**src/rtl/pipe_hazard_ctrl.sv**
```systemverilog
// rtl/pipe_hazard_ctrl.sv - pipeline hazard controller: load-use stall, branch flush, memory-wait freeze
// Control outputs are combinational from state and inputs; state, counters and err_o are registered.
module pipe_hazard_ctrl #(
    parameter int CNT_W       = 16,
    parameter int MEM_TIMEOUT = 15
) (
    input  logic             clk_i,
    input  logic             rst_i,
    input  logic [4:0]       id_rs_i,
    input  logic [4:0]       id_rt_i,
    input  logic             id_uses_rt_i,
    input  logic             ex_memread_i,
    input  logic [4:0]       ex_rt_i,
    input  logic             mem_br_taken_i,
    input  logic             dmem_req_i,
    input  logic             dmem_ready_i,
    output logic             pc_write_o,
    output logic             ifid_write_o,
    output logic             ifid_flush_o,
    output logic             idex_flush_o,
    output logic             exmem_flush_o,
    output logic             pipe_freeze_o,
    output logic [1:0]       state_o,
    output logic [CNT_W-1:0] stall_cnt_o,
    output logic [CNT_W-1:0] flush_cnt_o,
    output logic             err_o
);
    localparam int WAIT_W = $clog2(MEM_TIMEOUT + 1);
    localparam logic [WAIT_W-1:0] TO_FULL = WAIT_W'(MEM_TIMEOUT);
    localparam logic [WAIT_W-1:0] TO_LAST = WAIT_W'(MEM_TIMEOUT - 1);
    localparam logic [CNT_W-1:0]  CNT_MAX = '1;

    typedef enum logic [1:0] {
        S_RUN      = 2'd0,
        S_LU_STALL = 2'd1,
        S_FLUSH    = 2'd2,
        S_MEM_WAIT = 2'd3
    } state_t;

    state_t            r_state;
    state_t            w_next;
    logic [CNT_W-1:0]  r_stall_cnt;
    logic [CNT_W-1:0]  r_flush_cnt;
    logic [WAIT_W-1:0] r_wait_cnt;
    logic              r_err;
    logic              w_mem_wait;
    logic              w_branch;
    logic              w_src_hit;
    logic              w_lu_ok;
    logic              w_load_use;

    assign w_mem_wait = dmem_req_i & ~dmem_ready_i;
    assign w_branch   = mem_br_taken_i & ~w_mem_wait;
    assign w_src_hit  = (ex_rt_i == id_rs_i) | (id_uses_rt_i & (ex_rt_i == id_rt_i));
    // The release cycle of a memory wait evaluates hazards exactly like RUN.
    assign w_lu_ok    = (r_state == S_RUN) | (r_state == S_MEM_WAIT);
    assign w_load_use = w_lu_ok & ex_memread_i & (ex_rt_i != 5'd0) & w_src_hit
                        & ~w_mem_wait & ~w_branch;

    always_ff @(posedge clk_i or posedge rst_i) begin
        if (rst_i) begin
            r_state <= S_RUN;
        end else begin
            r_state <= w_next;
        end
    end

    always_comb begin
        pc_write_o    = 1'b1;
        ifid_write_o  = 1'b1;
        ifid_flush_o  = 1'b0;
        idex_flush_o  = 1'b0;
        exmem_flush_o = 1'b0;
        pipe_freeze_o = 1'b0;
        w_next        = S_RUN;
        if (rst_i) begin
            pc_write_o   = 1'b0;
            ifid_write_o = 1'b0;
        end else if (w_mem_wait) begin
            pc_write_o    = 1'b0;
            ifid_write_o  = 1'b0;
            pipe_freeze_o = 1'b1;
            w_next        = S_MEM_WAIT;
        end else if (w_branch) begin
            ifid_flush_o  = 1'b1;
            idex_flush_o  = 1'b1;
            exmem_flush_o = 1'b1;
            w_next        = S_FLUSH;
        end else if (w_load_use) begin
            pc_write_o   = 1'b0;
            ifid_write_o = 1'b0;
            idex_flush_o = 1'b1;
            w_next       = S_LU_STALL;
        end
    end

    always_ff @(posedge clk_i or posedge rst_i) begin
        if (rst_i) begin
            r_stall_cnt <= '0;
            r_flush_cnt <= '0;
            r_wait_cnt  <= '0;
            r_err       <= 1'b0;
        end else begin
            if (!pc_write_o && r_stall_cnt != CNT_MAX) begin
                r_stall_cnt <= r_stall_cnt + 1'b1;
            end
            if (w_branch && r_flush_cnt != CNT_MAX) begin
                r_flush_cnt <= r_flush_cnt + 1'b1;
            end
            // err_o latches on the MEM_TIMEOUT-th consecutive wait cycle and stays until reset.
            if (w_mem_wait) begin
                if (r_wait_cnt != TO_FULL) begin
                    r_wait_cnt <= r_wait_cnt + 1'b1;
                end
                if (r_wait_cnt >= TO_LAST) begin
                    r_err <= 1'b1;
                end
            end else begin
                r_wait_cnt <= '0;
            end
        end
    end

    assign state_o     = r_state;
    assign stall_cnt_o = r_stall_cnt;
    assign flush_cnt_o = r_flush_cnt;
    assign err_o       = r_err;
endmodule

```
**config.mk**
```make
export PLATFORM = sky130hd
export DESIGN_NAME = pipe_hazard_ctrl
export DESIGN_NICKNAME = d
export VERILOG_FILES = /design/src/rtl/pipe_hazard_ctrl.sv
export SDC_FILE = /design/constraint.sdc
export NUM_CORES = 1
export LEC_CHECK = 0
export CELL_PAD_IN_SITES_DETAIL_PLACEMENT = 0
export CELL_PAD_IN_SITES_GLOBAL_PLACEMENT = 2
export CORE_MARGIN = 8
export CORE_UTILIZATION = 31
export DETAILED_ROUTE_END_ITERATION = 10
export PLACE_DENSITY_LB_ADDON = 0.1
export SLEW_MARGIN = 20
export SYNTH_ARGS = -nofsm -noshare
export SYNTH_HDL_FRONTEND = slang
export SYNTH_SLANG_ARGS = --single-unit
export TNS_END_PERCENT = 30
```
**constraint.sdc**
```tcl
create_clock -name clk_i -period 4 [get_ports clk_i]
set_clock_uncertainty 0.05 [all_clocks]
set_input_delay 0.4 -clock clk_i [delete_from_list [all_inputs] [get_ports clk_i]]
set_output_delay 0.4 -clock clk_i [all_outputs]
set_load 0.02 [all_outputs]
```
==> metrics.md, run 1 <==
| Metric | Value |
|---|---|
| Data arrival, critical path | `2.82 ns` |
| Worst-path maximum fanout | `8` |
| Hold_sp | `err_o$_DFFE_PP0P_` |
| Unique masters post-synth | `37` |
| Die Width | `around 97 microns` |
| Top Family by Delay on Critical Path | `buffers and inverters` |
| Ports | `63` |
| Fraction of layout instances using a drive strength above 1 | `0.0808` |
| Multi-input logic area | `slightly below 1000 sq um` |
| Worst flop-to-flop path startpoint | `stall_cnt_o[0]$_DFFE_PP0P_` |
| Hold Path Class | `register to register` |
| Relative slew slack | `0.545` |
| CP cell instances | `clkdlybuf4s50_1, or4_1, o2111ai_2, nor2_2, a211oi_4, clkdlybuf4s50_1` |
| Crit path capture type | `output port` |
| Routed vias/inst | `between 4 and 5` |
| Yosys warnings | `0` |
| Placeable Area | `6350 sq um` |
| NumNets Final | `between 200 and 300` |
| Antenna violations before repair | `0` |
| Mapped Avg Cell Area | `approximately 11 sq um` |
| Rows | `29` |
| Peak VDD IR | `0.289 mV` |
| Post-Syn Area | `around 2000 sq um` |
| Startpoint types | `input pin` |
| WHS | `0.434 ns` |
| Worst Path Required | `around 3.6 ns` |
| Number of flops mapped to enable cells by yosys | `0` |
| Worst-path clk slew | `roughly 0.08 ns` |
| Tcrit/Tclk final | `0.816` |
| CTS Buffer Depth | `2` |
| Post-DRT Antenna Nets | `0` |
| Iter 0 DRT Violations | `43` |
| Fmax | `roughly 300 MHz` |
| Global-route wire length before repair | `between 8000 and 9000 microns` |
| Clock tree from TritonCTS | `built` |
| Leakage | `about 1.2 nW` |
| Final setup viols | `0` |
| Most used cell, CP | `clkdlybuf4s50_1` |
| Count of final max-slew check failures | `0` |
| Most frequent cells in the layout | `62 x clkdlybuf4s50_1, 39 x dfrtp_1, 22 x xor2_1` |
| Chip Height | `97.0 microns` |
| CTS buffer count | `5` |
| GR Util met3 | `0.0413` |
| Gpl congestion | `~0.76` |
| Final WL | `between 5000 and 6000 microns` |
| Fillers | `about 630` |
| Most used flip-flop cell after synthesis | `dfrtp_1` |
| Antenna diodes | `0` |
| Worst skew pair latency | `between 0.2 and 0.3 ns` |
| Worst path slowest cell | `clkdlybuf4s50_1` |
| CP Launch Point | `ex_rt_i[0]` |
| Largest net degree at the start of global routing | `23` |
| Avg WL per Cell | `approximately 15 microns` |
| R2r setup slk | `between 1.5 and 2 ns` |
| Setup Crit Path Kind | `input pin to output port` |
| Vias in the first global route | `around 1600` |
| GRT overflow | `0` |
| GR Util met1 | `0.140` |
| Via Count | `around 1600` |
| Root Driver | `clkbuf_8` |
| CTS resizes | `0` |
| Crit path buffers/inverters | `2` |
| Asr flop ratio synth | `1.00` |
| Synth-to-layout area growth | `38.7%` |
| Pwr Density | `around 520 nW/um^2` |
| DRC viols | `0` |
| TritonRoute pass-1 iters | `4` |
| Total GRT Usage | `0.110` |
| Die footprint | `~9400 sq um` |
| Sequential Area | `approximately 1000 sq um` |
| Syn nets | `approximately 220` |
| Tot Pwr | `roughly 1.5 mW` |
| Sequential area share after synthesis | `0.480` |
| Most common cell after layout, fill and taps aside | `clkdlybuf4s50_1` |
| Final-report hold violation count | `0` |
| Slew @ Worst Pin | `between 0.6 and 0.7 ns` |
| Final critical-path required period | `3.27 ns` |
| Setup tns final | `0 ns` |
| H-tree levels | `2` |
| Busiest grt layer | `met2` |
| Max Cap Viol | `0` |
| Post-layout util | `0.444` |
| Initial Util | `0.320` |
| HPWL Detailed | `~3900 microns` |
| Hold buffer count at CTS | `0` |
| Synth Instances | `about 190` |
| Number of synthesized register bits | `39` |
| Number of port buffers | `62` |
| Clk sinks | `39` |
| Max incr delay on CP | `0.69 ns` |
| RSZ-0062 raised after global routing | `no` |
| Global Route met2 Usage | `0.164` |
| Status | `completed` |
| Post-CTS Setup Bufs | `0` |
## cells in the mapped netlist (2+ instances only)
cell      number  area, sq um
a211oi_1       2         15.0
buf_4          2         15.0
dfrtp_1       39          976
ha_1           4         50.1
inv_1          8         30.0
nand2_1       12         45.0
nand2b_1       2         12.5
nand3_1       13         65.1
nand4_1        9         56.3
nor2_1        17         63.8
nor2_2         2         12.5
nor3_1         9         45.0
nor3_2         4         40.0
nor4_1         6         37.5
xnor2_1       20          175
xor2_1        22          193
## registers in the layout, indices dropped and copies added, names as in the netlist
| name | cells |
|---|---|
| state_o | 2 |
| stall_cnt_o | 16 |
| err_o | 1 |
| r_wait_cnt | 4 |
| flush_cnt_o | 16 |
## metal layers
layer  routed length, microns  vias up
li1                         -      802
met1                     2400      740
met2                     2320       33
met3                      283        6
met4                       60        0
met5                        0        -
## area by class of cell
| cell class | count | area share |
|---|---|---|
| sequential | 39 | 0.346 |
| inverter | 8 | 0.0107 |
| clock buffer | 6 | 0.0258 |
| multi-input combinational | 141 | 0.353 |
| timing repair buffer | 64 | 0.226 |
| tap | 77 | 0.0342 |
| clock inverter | 2 | 0.00444 |
## cell families after synthesis
logic type                 Yosys count  synth area share
buffers and inverters               12            0.0302
xor gates and xnor gates            42             0.181
AOI/OAI and AO/OA                   11            0.0468
DFF                                 39             0.480
muxes                                2            0.0129
adders and majority gates            4            0.0246
and+or+nand+nor                     82             0.224
## worst paths after layout
| check | to | cells after the start |
|---|---|---|
| setup / recovery | ifid_write_o | 6 |
| hold / removal | err_o$_DFFE_PP0P_ | 1 |
| setup reg to reg | stall_cnt_o[1]$_DFFE_PP0P_ | 5 |
| hold reg to reg | err_o$_DFFE_PP0P_ | 1 |
| max in group asynchronous | stall_cnt_o[13]$_DFFE_PP0P_ | 3 |
| min in group asynchronous | r_wait_cnt[0]$_DFFE_PP0P_ | 2 |
## where the power goes
part | switching [mW] | internal (mW)
sequential | 0.138 | 0.495
combinational | 0.280 | 0.297
clock | 0.144 | 0.122
## metrics by stage
step | std cells | instance area, sq um | setup slack (ns)
4_1_cts | 337 | 2820 | 0.713
2_1_floorplan | 192 | 2030 | 1.64
5_1_grt | 337 | 2820 | 0.621
3_3_place_gp | 329 | 2730 | 0.701
6_report | 337 | 2820 | 0.735
3_5_place_dp | 329 | 2730 | 0.713
Note: power is estimated with default switching activity, not from simulation.
==> inputs of run 2 (changes only) <==
--- a/config.mk
+++ b/config.mk
@@ -8,7 +8,7 @@
 export CELL_PAD_IN_SITES_DETAIL_PLACEMENT = 0
 export CELL_PAD_IN_SITES_GLOBAL_PLACEMENT = 2
 export CORE_MARGIN = 8
-export CORE_UTILIZATION = 31
+export CORE_UTILIZATION = 26
 export DETAILED_ROUTE_END_ITERATION = 10
 export PLACE_DENSITY_LB_ADDON = 0.1
 export SLEW_MARGIN = 20
==> constraint.sdc (replaced) <==
create_clock -name clk_i -period 2.7 [get_ports clk_i]
set_clock_uncertainty 0.05 [all_clocks]
set_input_delay 0.27 -clock clk_i [delete_from_list [all_inputs] [get_ports clk_i]]
set_output_delay 0.27 -clock clk_i [all_outputs]
set_load 0.02 [all_outputs]
==> metrics.md, run 2 (synthesized netlist as in run 1, its figures left out) <==
| Metric | Value |
|---|---|
| Data arrival, critical path | `2.20 ns (-0.62 ns)` |
| Antenna violations before repair | `0 (unchanged)` |
| Tcrit/Tclk final | `0.933` |
| Clock tree from TritonCTS | `built` |
| Hold_sp | `stall_cnt_o[15]$_DFFE_PP0P_` |
| Hold Path Class | `register to register` |
| R2r setup slk | `0.71 ns (-1.20 ns)` |
| Fraction of layout instances using a drive strength above 1 | `0.118 (+0.0373)` |
| Post-DRT Antenna Nets | `0 (unchanged)` |
| Startpoint types | `input pin` |
| CP cell instances | `clkdlybuf4s50_1, or4_1, o2111ai_2, nor2_2, a211oi_4, dlygate4sd2_1` |
| Iter 0 DRT Violations | `43 (unchanged)` |
| Number of port buffers | `62 (unchanged)` |
| Worst hold path depth | `1 (unchanged)` |
| Leakage | `1.23 nW (+6.4%)` |
| WHS | `0.446 ns (+0.0118 ns)` |
| Vias in the first global route | `1765 (+9.7%)` |
| Post-layout util | `0.383 (-0.0604)` |
| RSZ-0062 raised after global routing | `no` |
| Fin worst setup slack | `0.181 ns (-0.554 ns)` |
| Die Width | `104 microns (+7.7%)` |
| R2R depth | `6 (+1)` |
| Final setup viols | `0 (unchanged)` |
| Peak VDD IR | `0.309 mV (+6.7%)` |
| Worst-path clk slew | `0.08 ns (about the same)` |
| DRC viols | `0 (unchanged)` |
| Gpl congestion | `0.701 (-7.6%)` |
| Root Driver | `clkbuf_8` |
| Global-route wire length before repair | `8980 microns (+6.3%)` |
| Ports | `63 (unchanged)` |
| Via Count | `1623 (+2.7%)` |
| Fmax | `~400 MHz` |
| Pwr Density | `747 nW/um^2 (+43%)` |
| Placed Cells | `365 (+11%)` |
| Count of final max-slew check failures | `0 (unchanged)` |
| GRT overflow | `0 (unchanged)` |
| H-tree levels | `2 (unchanged)` |
| Largest net degree at the start of global routing | `21 (-8.7%)` |
| Max Cap Viol | `0 (unchanged)` |
| Endpoint, Worst Hold | `stall_cnt_o[15]$_DFFE_PP0P_` |
| NumNets Final | `296 (+3.9%)` |
| Chip Height | `104 microns (+7.7%)` |
| Worst-path maximum fanout | `3 (-5)` |
| Worst path slowest cell | `or4_1` |
| Reg2reg end | `stall_cnt_o[15]$_DFFE_PP0P_` |
| Tot Pwr | `2.19 mW (+48%)` |
| Die footprint | `10900 sq um (+16%)` |
| Final-report hold violation count | `0 (unchanged)` |
| CTS Buffer Depth | `2 (unchanged)` |
| Relative slew slack | `0.754 (+0.209)` |
| Placeable Area | `7650 sq um (+20%)` |
| Most frequent cells in the layout | `59 x clkdlybuf4s50_1, 39 x dfrtp_1, 22 x xor2_1` |
| Setup Crit Path Kind | `input pin to output port` |
| Total GRT Usage | `0.0990 (-0.0106)` |
| TritonRoute pass-1 iters | `3 (-1)` |
| Status | `completed` |
| HPWL Detailed | `4040 microns (+4.8%)` |
| Routed vias/inst | `4.35 (-7.3%)` |
| Final WL | `5240 microns (+3.5%)` |
| Post-CTS Setup Bufs | `0 (unchanged)` |
| Synth-to-layout area growth | `44.3%` |
| Crit path capture type | `output port` |
| Final Instance Count excl. Fillers | `373 (+11%)` |
| Rows | `32 (+10%)` |
| Worst skew pair latency | `0.29 ns (about the same)` |
| Max incr delay on CP | `0.55 ns (-0.14 ns)` |
| Clk sinks | `39 (unchanged)` |
| Worst flop-to-flop path startpoint | `stall_cnt_o[0]$_DFFE_PP0P_` |
| Final critical-path required period | `roughly 2.5 ns` |
| Avg WL per Cell | `14.1 microns (-6.5%)` |
| Antenna diodes | `0 (unchanged)` |
| Worst Path Required | `2.38 ns (-1.17 ns)` |
| CTS buffer count | `5 (unchanged)` |
| Most common cell after layout, fill and taps aside | `clkdlybuf4s50_1` |
| Post-Place Worst Slack | `-0.163 ns (-0.876 ns)` |
| Initial Util | `0.266 (-0.0543)` |
| Slew @ Worst Pin | `0.369 ns (-0.314 ns)` |
## run 2: cell type report
class / count / area, sq um
fillers: 773 / 4720
multi-input cells: 141 / 995
well taps: 102 / 128
flip-flops and latches: 39 / 976
clock inverters: 2 / 12.5
inverters: 8 / 30.0
repair buffers: 75 / 718
clock buffers: 6 / 72.6
## run 2: worst max-delay path by stage
| stage | from | end |
|---|---|---|
| floorplan | ex_rt_i[0] | pc_write_o |
| global placement | ex_rt_i[0] | ifid_write_o |
| detailed placement | ex_rt_i[0] | ifid_write_o |
| CTS | ex_rt_i[0] | idex_flush_o |
| global route | ex_rt_i[0] | ifid_write_o |
| finish | ex_rt_i[0] | ifid_write_o |
## run 2: report_power, final
group	internal [mW]	switching, mW
logic	0.447	0.419
clock network	0.181	0.210
registers	0.733	0.200
## run 2: worst max-delay path, delay by kind of cell
family / cells / cell delay [ns]
compound gates: 2 / 0.51
buf+inv: 2 / 0.80
simple gates: 2 / 0.62
## run 2: layer usage
metal / global-route usage / share of wire / up-vias
met1: 0.121 / 0.46 / 757
li1: - / - / 819
met5: 0 / 0 / -
met3: 0.0359 / 0.066 / 5
met4: 0.0248 / 0.0092 / 0
met2: 0.161 / 0.46 / 42
## run 2: what timing repair did
action | in CTS | in global routing
hold buffers | 0 | 0
resized for setup | 2 | 1
setup endpoints to repair | 2 | 1
## run 2: metrics by stage
stage               area [sq um]  TNS [ns]
floorplan                   2030         0
global placement            2850    -0.300
detailed placement          2850    -0.332
CTS                         2930         0
global route                2930         0
finish                      2930         0
==> inputs of run 3 (changes only) <==
--- a/config.mk
+++ b/config.mk
@@ -8,8 +8,10 @@
 export CELL_PAD_IN_SITES_DETAIL_PLACEMENT = 0
 export CELL_PAD_IN_SITES_GLOBAL_PLACEMENT = 2
 export CORE_MARGIN = 8
-export CORE_UTILIZATION = 26
+export CORE_UTILIZATION = 27
+export CTS_BUF_LIST = sky130_fd_sc_hd__clkbuf_4
 export DETAILED_ROUTE_END_ITERATION = 10
+export GPL_ROUTABILITY_DRIVEN = 0
 export PLACE_DENSITY_LB_ADDON = 0.1
 export SLEW_MARGIN = 20
 export SYNTH_ARGS = -nofsm -noshare
==> metrics.md, run 3 (synthesized netlist as in run 1, its figures left out) <==
| Metric | Value |
|---|---|
| Status | `completed` |
| Antenna violations before repair | `0 (unchanged)` |
| Chip Height | `103 microns (-1.6%)` |
| Fmax | `384 MHz (-3.3%)` |
| Post-layout util | `0.401 (+0.0177)` |
| Root Driver | `clkbuf_4` |
| Die Width | `103 microns (-1.6%)` |
| DRC viols | `0 (unchanged)` |
| WHS | `0.441 ns (-0.00506 ns)` |
| Total GRT Usage | `0.103 (+0.00355)` |
| Final WL | `5180 microns (-1.1%)` |
| CP cell instances | `clkdlybuf4s50_1, or4_1, o2111ai_2, nor2_2, a211oi_4, dlygate4sd2_1` |
| Placeable Area | `7250 sq um (-5.2%)` |
| CTS Buffer Depth | `2 (unchanged)` |
| Seq pwr share | `0.443 (+0.017)` |
| Leakage | `1.22 nW (-0.23%)` |
| Max Cap Viol | `0 (unchanged)` |
| RSZ-0062 raised after global routing | `no` |
| Initial Util | `0.280 (+0.0144)` |
| Routed vias/inst | `4.47 (+2.8%)` |
| Vias in the first global route | `1682 (-4.7%)` |
| Count of final max-slew check failures | `0 (unchanged)` |
| Hold Path Class | `register to register` |
| Rows | `31 (-3.1%)` |
| Most frequent cells in the layout | `59 x clkdlybuf4s50_1, 39 x dfrtp_1, 22 x xor2_1` |
| H-tree levels | `2 (unchanged)` |
| Clock power share | `0.147 (-0.031)` |
| Max incr delay on CP | `0.56 ns (about the same)` |
| Final critical-path required period | `2.60 ns (+0.0847 ns)` |
| Ports | `63 (unchanged)` |
| Worst-path clk slew | `0.11 ns (+0.03 ns)` |
| Final-report hold violation count | `0 (unchanged)` |
| Relative slew slack | `0.553 (-0.201)` |
| TritonRoute pass-1 iters | `4 (+1)` |
| Synth-to-layout area growth | `43.2%` |
| Cell-internal power | `1.30 mW (-4.3%)` |
| Iter 0 DRT Violations | `44 (+2.3%)` |
| Worst Path Required | `2.38 ns (about the same)` |
| CTS buffer count | `5 (unchanged)` |
| Die footprint | `10600 sq um (-3.1%)` |
| Fin area | `2910 sq um (-0.77%)` |
| Worst path slowest cell | `or4_1` |
| GRT overflow | `0 (unchanged)` |
| Final setup viols | `0 (unchanged)` |
| Global-route wire length before repair | `8480 microns (-5.5%)` |
| Largest net degree at the start of global routing | `21 (unchanged)` |
| Fraction of layout instances using a drive strength above 1 | `0.125 (+0.00692)` |
| Post-DRT Antenna Nets | `0 (unchanged)` |
| Worst-path maximum fanout | `5 (+2)` |
| Worst skew pair latency | `0.34 ns (+0.05 ns)` |
| Data arrival, critical path | `2.28 ns (+0.08 ns)` |
| Peak VDD IR | `0.547 mV (+77%)` |
| Switching share of power | `0.385 (+0.00615)` |
| Tcrit/Tclk final | `0.964 (+0.0314)` |
| Clock tree from TritonCTS | `built` |
| Setup tns final | `0 ns (unchanged)` |
| Clk sinks | `39 (unchanged)` |
| Sequential Area | `976 sq um (unchanged)` |
| Antenna diodes | `0 (unchanged)` |
| NumNets Final | `297 (+0.34%)` |
| Slew @ Worst Pin | `0.666 ns (+0.297 ns)` |
| Net Sw Power | `814 uW (-1.7%)` |
| Multi-input logic area | `995 sq um (unchanged)` |
| Setup Crit Path Kind | `input pin to output port` |
| Comb pwr share | `0.410 (+0.015)` |
| Pwr Density | `728 nW/um^2 (-2.6%)` |
| Crit path capture type | `output port` |
| Startpoint types | `input pin` |
| DP Area | `2850 sq um (+0.13%)` |
| Most common cell after layout, fill and taps aside | `clkdlybuf4s50_1` |
| HPWL Detailed | `4040 microns (about the same)` |
| Via Count | `1659 (+2.2%)` |
| Fillers | `723 (-6.5%)` |
| Number of port buffers | `62 (unchanged)` |
| Avg WL per Cell | `14.0 microns (-0.55%)` |
run 3: changes by cell type in the layout (fill, tap and decap cells not counted):
cell,before,now
clkinvlp_4,1,0
buf_4,13,14
dlygate4sd2_1,2,1
clkdlybuf4s15_1,0,1
clkbuf_1,1,0
clkbuf_4,0,7
clkbuf_8,5,0
run 3: routing by layer:
layer | GRT usage | wire [microns]
met2 | 0.161 | 2410
met1 | 0.132 | 2400
met4 | 0.0334 | 57
met5 | 0 | 0
met3 | 0.0304 | 318
run 3: per-stage QoR:
step / worst slack (ns) / instances / total power [mW]
6_report: 0.0963 / 371 / 2.12
5_1_grt: 0.00298 / 371 / 2.27
4_1_cts: 0.0828 / 371 / 2.16
3_5_place_dp: -0.224 / 363 / 1.83
3_3_place_gp: -0.191 / 363 / 1.83
2_1_floorplan: 0.595 / 192 / 1.38
run 3: final cells by class:
cell class	instances	area share
clock buffers	7	0.0181
clock inverters	1	0.00172
inverters	8	0.0103
multi-input cells	141	0.342
flip-flops and latches	39	0.335
well taps	99	0.0426
repair buffers	76	0.250
run 3: power by group through the flow:
stage	registers, mW	logic [mW]	clock network, mW
floorplan	1.09	0.292	0
global placement	0.953	0.882	0
detailed placement	0.949	0.885	0
CTS	0.938	0.887	0.333
global route	0.967	0.944	0.357
finish	0.938	0.868	0.310
run 3: worst max-delay path: cells and delay by family:
family,cells,cell delay [ns]
AO/OA/AOI/OAI,2,0.57
buffers and inverters,2,0.81
AND/OR/NAND/NOR,2,0.63
run 3: path summary, 6_finish.rpt:
check	endpoint	depth (start not counted)	start	slack, ns
worst max-delay path	ifid_write_o	6	ex_rt_i[0]	0.1
worst min-delay path	err_o$_DFFE_PP0P_	1	err_o$_DFFE_PP0P_	0.44
worst max register to register	stall_cnt_o[1]$_DFFE_PP0P_	5	stall_cnt_o[0]$_DFFE_PP0P_	0.65
worst min register to register	err_o$_DFFE_PP0P_	1	err_o$_DFFE_PP0P_	0.44
max in group asynchronous	flush_cnt_o[14]$_DFFE_PP0P_	4	rst_i	1.88
min in group asynchronous	stall_cnt_o[6]$_DFFE_PP0P_	4	rst_i	0.50
run 3: timing repair:
action                     in CTS  in global routing
buffers inserted                0                  0
hold buffers                    0                  0
setup endpoints to repair       2                  2
resized for setup               2                  2
pin swaps                       0                  0
